===== config.mk =====
export PLATFORM = sky130hd
export DESIGN_NAME = tx_link_ctrl_ml
export DESIGN_NICKNAME = d
export VERILOG_FILES = /design/src/rtl/tx_link_ctrl_ml_pkg.sv /design/src/rtl/tx_link_ctrl_ml_sync_monitor.sv /design/src/rtl/tx_link_ctrl_ml.sv
export SDC_FILE = /design/constraint.sdc
export NUM_CORES = 1
export LEC_CHECK = 0
export CORE_ASPECT_RATIO = 0.6
export CORE_UTILIZATION = 50
export DETAILED_ROUTE_END_ITERATION = 16
export PLACE_DENSITY_LB_ADDON = 0.05
export SLEW_MARGIN = 20
export SYNTH_ARGS = -nofsm -noshare
export SYNTH_HDL_FRONTEND = slang
export SYNTH_SLANG_ARGS = --single-unit

===== constraint.sdc =====
create_clock -name clk -period 4.6 [get_ports clk]
set_input_delay 0.46 -clock clk [delete_from_list [all_inputs] [get_ports clk]]
set_output_delay 0.46 -clock clk [all_outputs]
set_load 0.05 [all_outputs]

===== src/rtl/tx_link_ctrl_ml_pkg.sv =====
// Shared JESD204B transmit link definitions: link state encoding and the
// per-lane link-layer mux codes consumed by the lane datapath.
package jesd_tx_pkg;

  typedef enum logic [1:0] {
    CGS       = 2'd0,
    WAIT_LMFC = 2'd1,
    ILAS      = 2'd2,
    DATA      = 2'd3
  } link_state_e;

  localparam logic [2:0] MUX_CGS        = 3'd0;
  localparam logic [2:0] MUX_ILAS_START = 3'd1;
  localparam logic [2:0] MUX_ILAS_END   = 3'd2;
  localparam logic [2:0] MUX_ILAS_CFG   = 3'd3;
  localparam logic [2:0] MUX_ILAS_DATA  = 3'd4;
  localparam logic [2:0] MUX_USER       = 3'd5;
  localparam logic [2:0] MUX_LANE_OFF   = 3'd6;

endpackage


===== src/rtl/tx_link_ctrl_ml_sync_monitor.sv =====
// SYNC~ monitor: counts consecutive low frames, flags sync requests and
// detects short low pulses that the receiver uses as error reports.
module tx_sync_monitor #(
  parameter int SYNC_REQ_FRAMES = 5,
  parameter int ERR_CNT_W       = 8
) (
  input  logic                 clk,
  input  logic                 rst_n,
  input  logic                 i_sync_n,
  input  logic                 i_err_window,
  input  logic                 i_req_clr,
  output logic                 o_sync_req_set,
  output logic                 o_sync_req,
  output logic                 o_req_seen,
  output logic                 o_err_report,
  output logic [ERR_CNT_W-1:0] o_err_cnt
);

  localparam int LCW = $clog2(SYNC_REQ_FRAMES + 1);
  localparam logic [LCW-1:0] LOW_MAX = LCW'(SYNC_REQ_FRAMES);
  localparam logic [LCW-1:0] LOW_PRE = LCW'(SYNC_REQ_FRAMES - 1);

  logic [LCW-1:0]       low_cnt_q, low_cnt_d;
  logic                 sync_req_q, sync_req_d;
  logic                 req_seen_q, req_seen_d;
  logic                 err_report_q, err_report_d;
  logic [ERR_CNT_W-1:0] err_cnt_q, err_cnt_d;
  logic                 req_set;
  logic                 err_hit;

  always_comb begin
    low_cnt_d = low_cnt_q;
    if (i_sync_n) begin
      low_cnt_d = '0;
    end else if (low_cnt_q != LOW_MAX) begin
      low_cnt_d = low_cnt_q + LCW'(1);
    end
    // The request fires on the edge where the low run reaches its threshold.
    req_set    = !i_sync_n && (low_cnt_q == LOW_PRE);
    sync_req_d = i_sync_n ? 1'b0 : (sync_req_q | req_set);
    req_seen_d = req_set ? 1'b1 : (i_req_clr ? 1'b0 : req_seen_q);
    err_hit    = i_sync_n && (low_cnt_q != '0) && (low_cnt_q < LOW_MAX) && i_err_window;
    err_report_d = err_hit;
    err_cnt_d    = err_cnt_q;
    if (err_hit && (err_cnt_q != '1)) begin
      err_cnt_d = err_cnt_q + ERR_CNT_W'(1);
    end
  end

  always_ff @(posedge clk) begin
    if (!rst_n) begin
      low_cnt_q    <= '0;
      sync_req_q   <= 1'b0;
      req_seen_q   <= 1'b0;
      err_report_q <= 1'b0;
      err_cnt_q    <= '0;
    end else begin
      low_cnt_q    <= low_cnt_d;
      sync_req_q   <= sync_req_d;
      req_seen_q   <= req_seen_d;
      err_report_q <= err_report_d;
      err_cnt_q    <= err_cnt_d;
    end
  end

  assign o_sync_req_set = req_set;
  assign o_sync_req     = sync_req_q;
  assign o_req_seen     = req_seen_q;
  assign o_err_report   = err_report_q;
  assign o_err_cnt      = err_cnt_q;

endmodule


===== src/rtl/tx_link_ctrl_ml.sv =====
// Multi-lane JESD204B transmit link controller: frame/LMFC counters, link
// bring-up sequencing (CGS, LMFC alignment, ILAS, DATA) and lane mux decode.
module tx_link_ctrl_ml
  import jesd_tx_pkg::*;
#(
  parameter int NUM_LANES       = 2,
  parameter int K_W             = 5,
  parameter int MF_W            = 8,
  parameter int SYNC_REQ_FRAMES = 5,
  parameter int ERR_CNT_W       = 8
) (
  input  logic                   clk,
  input  logic                   rst_n,
  input  logic                   i_sync_n,
  input  logic [K_W-1:0]         i_K,
  input  logic [MF_W-1:0]        i_ila_mf,
  input  logic [NUM_LANES-1:0]   i_lane_en,
  output logic [3*NUM_LANES-1:0] o_link_mux,
  output logic [K_W-1:0]         o_frame_in_mf,
  output logic                   o_lmfc_tick,
  output logic                   o_link_up,
  output logic                   o_err_report,
  output logic [ERR_CNT_W-1:0]   o_err_cnt,
  output link_state_e            o_dbg_state
);

  link_state_e            state_q, state_d;
  logic [K_W-1:0]         fc_q, fc_d;
  logic [MF_W-1:0]        mfc_q, mfc_d;
  logic [3*NUM_LANES-1:0] link_mux_q, link_mux_d, rst_mux;
  logic                   link_up_q, link_up_d;
  logic [K_W-1:0]         keff;
  logic                   mf_end;
  logic                   req_clr;
  logic                   sync_req_set, sync_req, req_seen;
  logic [2:0]             lane_code;

  tx_sync_monitor #(
    .SYNC_REQ_FRAMES (SYNC_REQ_FRAMES),
    .ERR_CNT_W       (ERR_CNT_W)
  ) u_sync_mon (
    .clk            (clk),
    .rst_n          (rst_n),
    .i_sync_n       (i_sync_n),
    .i_err_window   ((state_q == ILAS) || (state_q == DATA)),
    .i_req_clr      (req_clr),
    .o_sync_req_set (sync_req_set),
    .o_sync_req     (sync_req),
    .o_req_seen     (req_seen),
    .o_err_report   (o_err_report),
    .o_err_cnt      (o_err_cnt)
  );

  always_comb begin
    keff   = (i_K == '0) ? K_W'(1) : i_K;
    // Wrap on >= so a lowered K re-aligns on the very next frame.
    mf_end = (fc_q >= keff);
    fc_d   = mf_end ? '0 : fc_q + K_W'(1);

    state_d = state_q;
    mfc_d   = mfc_q;
    req_clr = 1'b0;
    if (sync_req_set) begin
      state_d = CGS;
      mfc_d   = '0;
    end else begin
      case (state_q)
        CGS: begin
          if (req_seen && !sync_req) begin
            state_d = WAIT_LMFC;
            req_clr = 1'b1;
          end
        end
        WAIT_LMFC: begin
          mfc_d = '0;
          if (mf_end) state_d = ILAS;
        end
        ILAS: begin
          if (mf_end) begin
            if (mfc_q == i_ila_mf) state_d = DATA;
            else                   mfc_d   = mfc_q + MF_W'(1);
          end
        end
        default: ;
      endcase
    end

    // Outputs are decoded from the next state so they register with it.
    case (state_d)
      ILAS: begin
        if (fc_d == keff)                        lane_code = MUX_ILAS_END;
        else if (fc_d == '0)                     lane_code = MUX_ILAS_START;
        else if (mfc_d == MF_W'(1) && fc_d == K_W'(1)) lane_code = MUX_ILAS_CFG;
        else                                     lane_code = MUX_ILAS_DATA;
      end
      DATA:    lane_code = MUX_USER;
      default: lane_code = MUX_CGS;
    endcase

    link_mux_d = '0;
    rst_mux    = '0;
    for (int n = 0; n < NUM_LANES; n++) begin
      link_mux_d[3*n +: 3] = i_lane_en[n] ? lane_code : MUX_LANE_OFF;
      rst_mux[3*n +: 3]    = i_lane_en[n] ? MUX_CGS : MUX_LANE_OFF;
    end
    link_up_d = (state_d == DATA);
  end

  always_ff @(posedge clk) begin
    if (!rst_n) begin
      state_q    <= CGS;
      fc_q       <= '0;
      mfc_q      <= '0;
      link_mux_q <= rst_mux;
      link_up_q  <= 1'b0;
    end else begin
      state_q    <= state_d;
      fc_q       <= fc_d;
      mfc_q      <= mfc_d;
      link_mux_q <= link_mux_d;
      link_up_q  <= link_up_d;
    end
  end

  assign o_link_mux    = link_mux_q;
  assign o_frame_in_mf = fc_q;
  assign o_lmfc_tick   = (fc_q == '0);
  assign o_link_up     = link_up_q;
  assign o_dbg_state   = state_q;

endmodule


==> summary by stage <==
Synth
The predominant post-synthesis flop cell is sky130_fd_sc_hd__dfxtp_1. The count of mapped cells out of synthesis is 256. The number of synthesis warnings is 0. By area, the combinational part of the netlist is dominated by simple AND/OR/NAND/NOR gates. The netlist area before placement is 0.00219 mm2. For this run, the register share of the synthesized area comes to 0.329. The xor/xnor cell area share of the yosys netlist is 0.103. Of the total synthesized cell area, the portion taken by full adders, half adders and majority gates is 0.0914. When the netlist entered floorplanning its net count stood at 290. The synthesized design contains 36 register bits. The share of synthesized cell area in and, or, nand and nor gates is 0.231. The fraction of registers with async set/reset is 0. The synthesized-area fraction occupied by ao, oa, aoi and oai cells is 0.187. The mux share of post-synthesis cell area is 0.00457. The synthesized netlist contains 57 unique library cells.

In this run the mean area of a mapped cell was 8.55 um2. The synthesized design contains 0 enable-type register cells.

Clocking
The maximum clock path buffer count is 2. The insertion delay to the later sink of the worst-skew pair is 280 ps. The clock drives 36 sinks. Once the clock tree was built, the resizer swapped 0 gates to a different size. The clock tree root driver cell is sky130_fd_sc_hd__clkbuf_8.

The number of buffers inserted by post-CTS setup repair is 0. The CTS clock-pin slew for the worst setup and hold paths is 70 ps. In this run, CTS created clock tree buffers numbering 5. TritonCTS built the clock tree. The hold buffer count at cts is 0.

The depth of the CTS H-tree is 2.

STA
The slew at the pin with the worst max-slew slack is 756 ps. The routed design could run at a clock period as short as 3300 ps. The worst clock skew on the final layout is 3.86 ps. The count of final hold-check violations is 0.

The share of the cycle needed by the critical path after routing is 0.718. Based on the critical path, the design can be clocked at up to 303 MHz. Setup violations remaining at the end of the flow were counted as 0. Measured against its own limit, the worst slew margin works out to 0.493. After routing, the total negative slack on setup checks comes to 0 ps. The number of max-slew violations in the final report is 0. The post-route worst setup slack is 1300 ps. Setup repair after global routing left no endpoint under its margin.

Floorplanning
The number of standard-cell rows in the floorplan is 18. The top-level I/O count is 42. The die area is 0.00466 mm2. The starting utilization of the core area is 0.528. The vertical extent of the die is 53.3 um. The core area is 0.00414 mm2.

The width of the chip is 87.4 um.

Critical path
The capturing element type of the critical path is a flip-flop. Of all nets on the critical path, the largest fanout is 11. The depth of the worst register-to-register path is 8. In this run the critical register-to-register path is launched from o_frame_in_mf[0]. The critical path starts at i_K[2]. The required time at the worst-slack endpoint is 4810 ps.

The arrival time at the worst endpoint is 3510 ps. In this run the critical register-to-register path is captured at mfc_q[7]. The flop-to-flop setup slack is 1540 ps. The kind of critical path is in -> reg. The category of the worst setup path launch point is an input port.

Global route
The number of global-route vias before repair is 1709. For this run, the total global-route usage over all layers was measured as 0.230. The first global-routing pass estimated 8.16 mm of wire. The initial antenna violation count is 0. The total congestion overflow after global routing is 0. Entering global routing, the biggest net connects 13 pins.

Layout
Summing all non-filler instances in the final layout gives an area of 0.00271 mm2. The number of standard cells in the layout, taps in and fillers out is 358. At the end of the flow the core is filled with cells to 0.654. The layout net count is 331.

The sequential cells in the finished layout cover a total of 721 um2. The layout has 355 filler cells. The area taken by multi-input logic gates is 0.00135 mm2. The area added between synthesis and finish is 23.8%. The repair_antennas step left the layout with diodes totalling 0. The fraction of layout cells with a size suffix above 1 is 0.0570.

Placed design
The count of buffers added on input and output ports is 41. The congestion estimate from routability-driven global placement came to 0.845. Detailed placement ended at an HPWL of 3.82 mm.

In this run the cell area measured after placement is 0.00262 mm2. Prior to clock tree synthesis, the placed netlist has a worst setup slack of 1070 ps. The post-placement cell count is 350.

Power
The leakage power figure is 1.02 nW. The largest voltage drop on the vdd net is 0.231 mV. The power density normalized to cell area is 276 mW/mm2.

Routing
The post-route antenna net violation count is 0. The via count is 1996. The first TritonRoute pass finished after 4 iterations. Dividing the detail-routed wire length by the instance count gives 14.1 um. In the routed design, unresolved DRC markers number 0. The number of DRC markers in iteration 0 is 94. The aggregate routed wire length is 5.03 mm. In the routed layout, each cell is associated on average with a via count of 5.58.

Status
The flow ran to the end, and the final reports show no timing, DRC or antenna violations.

Flow run
Max-cap violations in this run came to 0.

Worst hold path
The worst hold path was traced through 2 stages. The endpoint with the worst hold slack is u_sync_mon.o_req_seen. The tightest min-delay check is of the reg -> reg type. The worst hold path begins at u_sync_mon.o_req_seen.
-- cell families after synthesis --
| kind of cell | count (synthesis) |
|---|---|
| compound gates | 57 |
| xor+xnor | 24 |
| buf+inv | 24 |
| flops | 36 |
| fa+ha+maj | 16 |
| mux | 1 |
| simple gates | 98 |
-- cell usage in the layout (no fill, tap or decap), types with 3 or more instances in the layout --
master and instances:
sky130_fd_sc_hd__a21oi_1 12, sky130_fd_sc_hd__and3_1 4, sky130_fd_sc_hd__clkbuf_8 6, sky130_fd_sc_hd__clkdlybuf4s50_1 41, sky130_fd_sc_hd__dfxtp_1 36, sky130_fd_sc_hd__ha_1 16, sky130_fd_sc_hd__inv_1 16, sky130_fd_sc_hd__nand2_1 19
sky130_fd_sc_hd__nand2b_1 5, sky130_fd_sc_hd__nand3_1 9, sky130_fd_sc_hd__nand4_1 10, sky130_fd_sc_hd__nor2_1 29, sky130_fd_sc_hd__nor3_1 4, sky130_fd_sc_hd__nor4_1 3, sky130_fd_sc_hd__o21a_1 3, sky130_fd_sc_hd__o21ai_0 9
sky130_fd_sc_hd__o22ai_1 4, sky130_fd_sc_hd__o31ai_1 5, sky130_fd_sc_hd__or4_1 3, sky130_fd_sc_hd__xnor2_1 4, sky130_fd_sc_hd__xor2_1 18
-- power by group --
| group | switching, mW | internal, mW |
|---|---|---|
| Sequential | 0.0144 | 0.322 |
| Combinational | 0.113 | 0.0723 |
| Clock | 0.104 | 0.122 |
-- flip-flops by register name (all words and copies together) (netlist names) --
signal / flops
u_sync_mon.o_sync_req: 1
o_dbg_state: 2
u_sync_mon.o_err_report: 1
o_frame_in_mf: 5
o_link_mux: 6
u_sync_mon.o_err_cnt: 8
u_sync_mon.low_cnt_q: 3
o_link_up: 1
u_sync_mon.o_req_seen: 1
mfc_q: 8
-- routing by layer --
| layer | up-vias | GRT usage | share of wire |
|---|---|---|---|
| li1 | 1006 | - | - |
| met1 | 917 | 0.346 | 0.54 |
| met2 | 67 | 0.318 | 0.39 |
| met3 | 6 | 0.0624 | 0.065 |
| met4 | 0 | 0.0492 | 0.0079 |
| met5 | - | 0 | 0 |
-- worst max-delay path by stage --
stage                        endpoint  slack (ps)  depth (start not counted)
final                        mfc_q[7]        1300                         10
after global routing         mfc_q[7]        1160                         10
after CTS                    mfc_q[7]        1380                         10
after detailed placement     mfc_q[7]        1070                         10
after global placement       mfc_q[5]        1210                         10
after floorplan           o_lmfc_tick        1640                          4
-- cell usage after synthesis, drive strengths merged, types with 2 or more instances --
cell type  instances  share of area
o31ai              5          0.017
o41ai              2         0.0080
nor4b              2         0.0080
nand2             20          0.035
or3                2         0.0057
a2bb2oi            2         0.0080
or4                4          0.015
xnor2              5          0.023
xor2              19          0.079
nor3               4         0.0091
buf                5          0.022
dfxtp             36           0.33
a21oi             12          0.027
ha                16          0.091
o21ai             10          0.023
and3               4          0.011
nand3             10          0.025
o211ai             2         0.0069
o22ai              4          0.011
a211o              2         0.0086
nand2b             5          0.014
nor2              29          0.050
inv               16          0.027
nor4               4          0.014
a2111oi            2          0.017
o21a               3          0.010
clkbuf             2         0.0034
a31oi              3          0.011
nand4             10          0.029
-- critical path, stage by stage --
cell and delay [ps]:
sky130_fd_sc_hd__clkdlybuf4s50_1 540, sky130_fd_sc_hd__nor2_1 80, sky130_fd_sc_hd__a31o_2 260, sky130_fd_sc_hd__ha_1 270, sky130_fd_sc_hd__nand2b_1 110, sky130_fd_sc_hd__a31oi_1 130
sky130_fd_sc_hd__o21ai_1 620, sky130_fd_sc_hd__nand3_1 340, sky130_fd_sc_hd__or4_1 550, sky130_fd_sc_hd__a21oi_1 150
-- stage by stage --
step / power, mW / hold WS, ps
2_1_floorplan: 0.465 / 445
3_3_place_gp: 0.523 / 474
3_5_place_dp: 0.525 / 469
4_1_cts: 0.751 / 479
5_1_grt: 0.786 / 530
6_report: 0.748 / 479
-- layout make-up --
class / instances / share of cell area
Clock buffer: 8 / 0.0332
Inverter: 17 / 0.0235
Multi-Input combinational cell: 196 / 0.498
Sequential cell: 36 / 0.266
Tap cell: 60 / 0.0277
Timing Repair Buffer: 41 / 0.151
(Power assumes the default switching activity.)
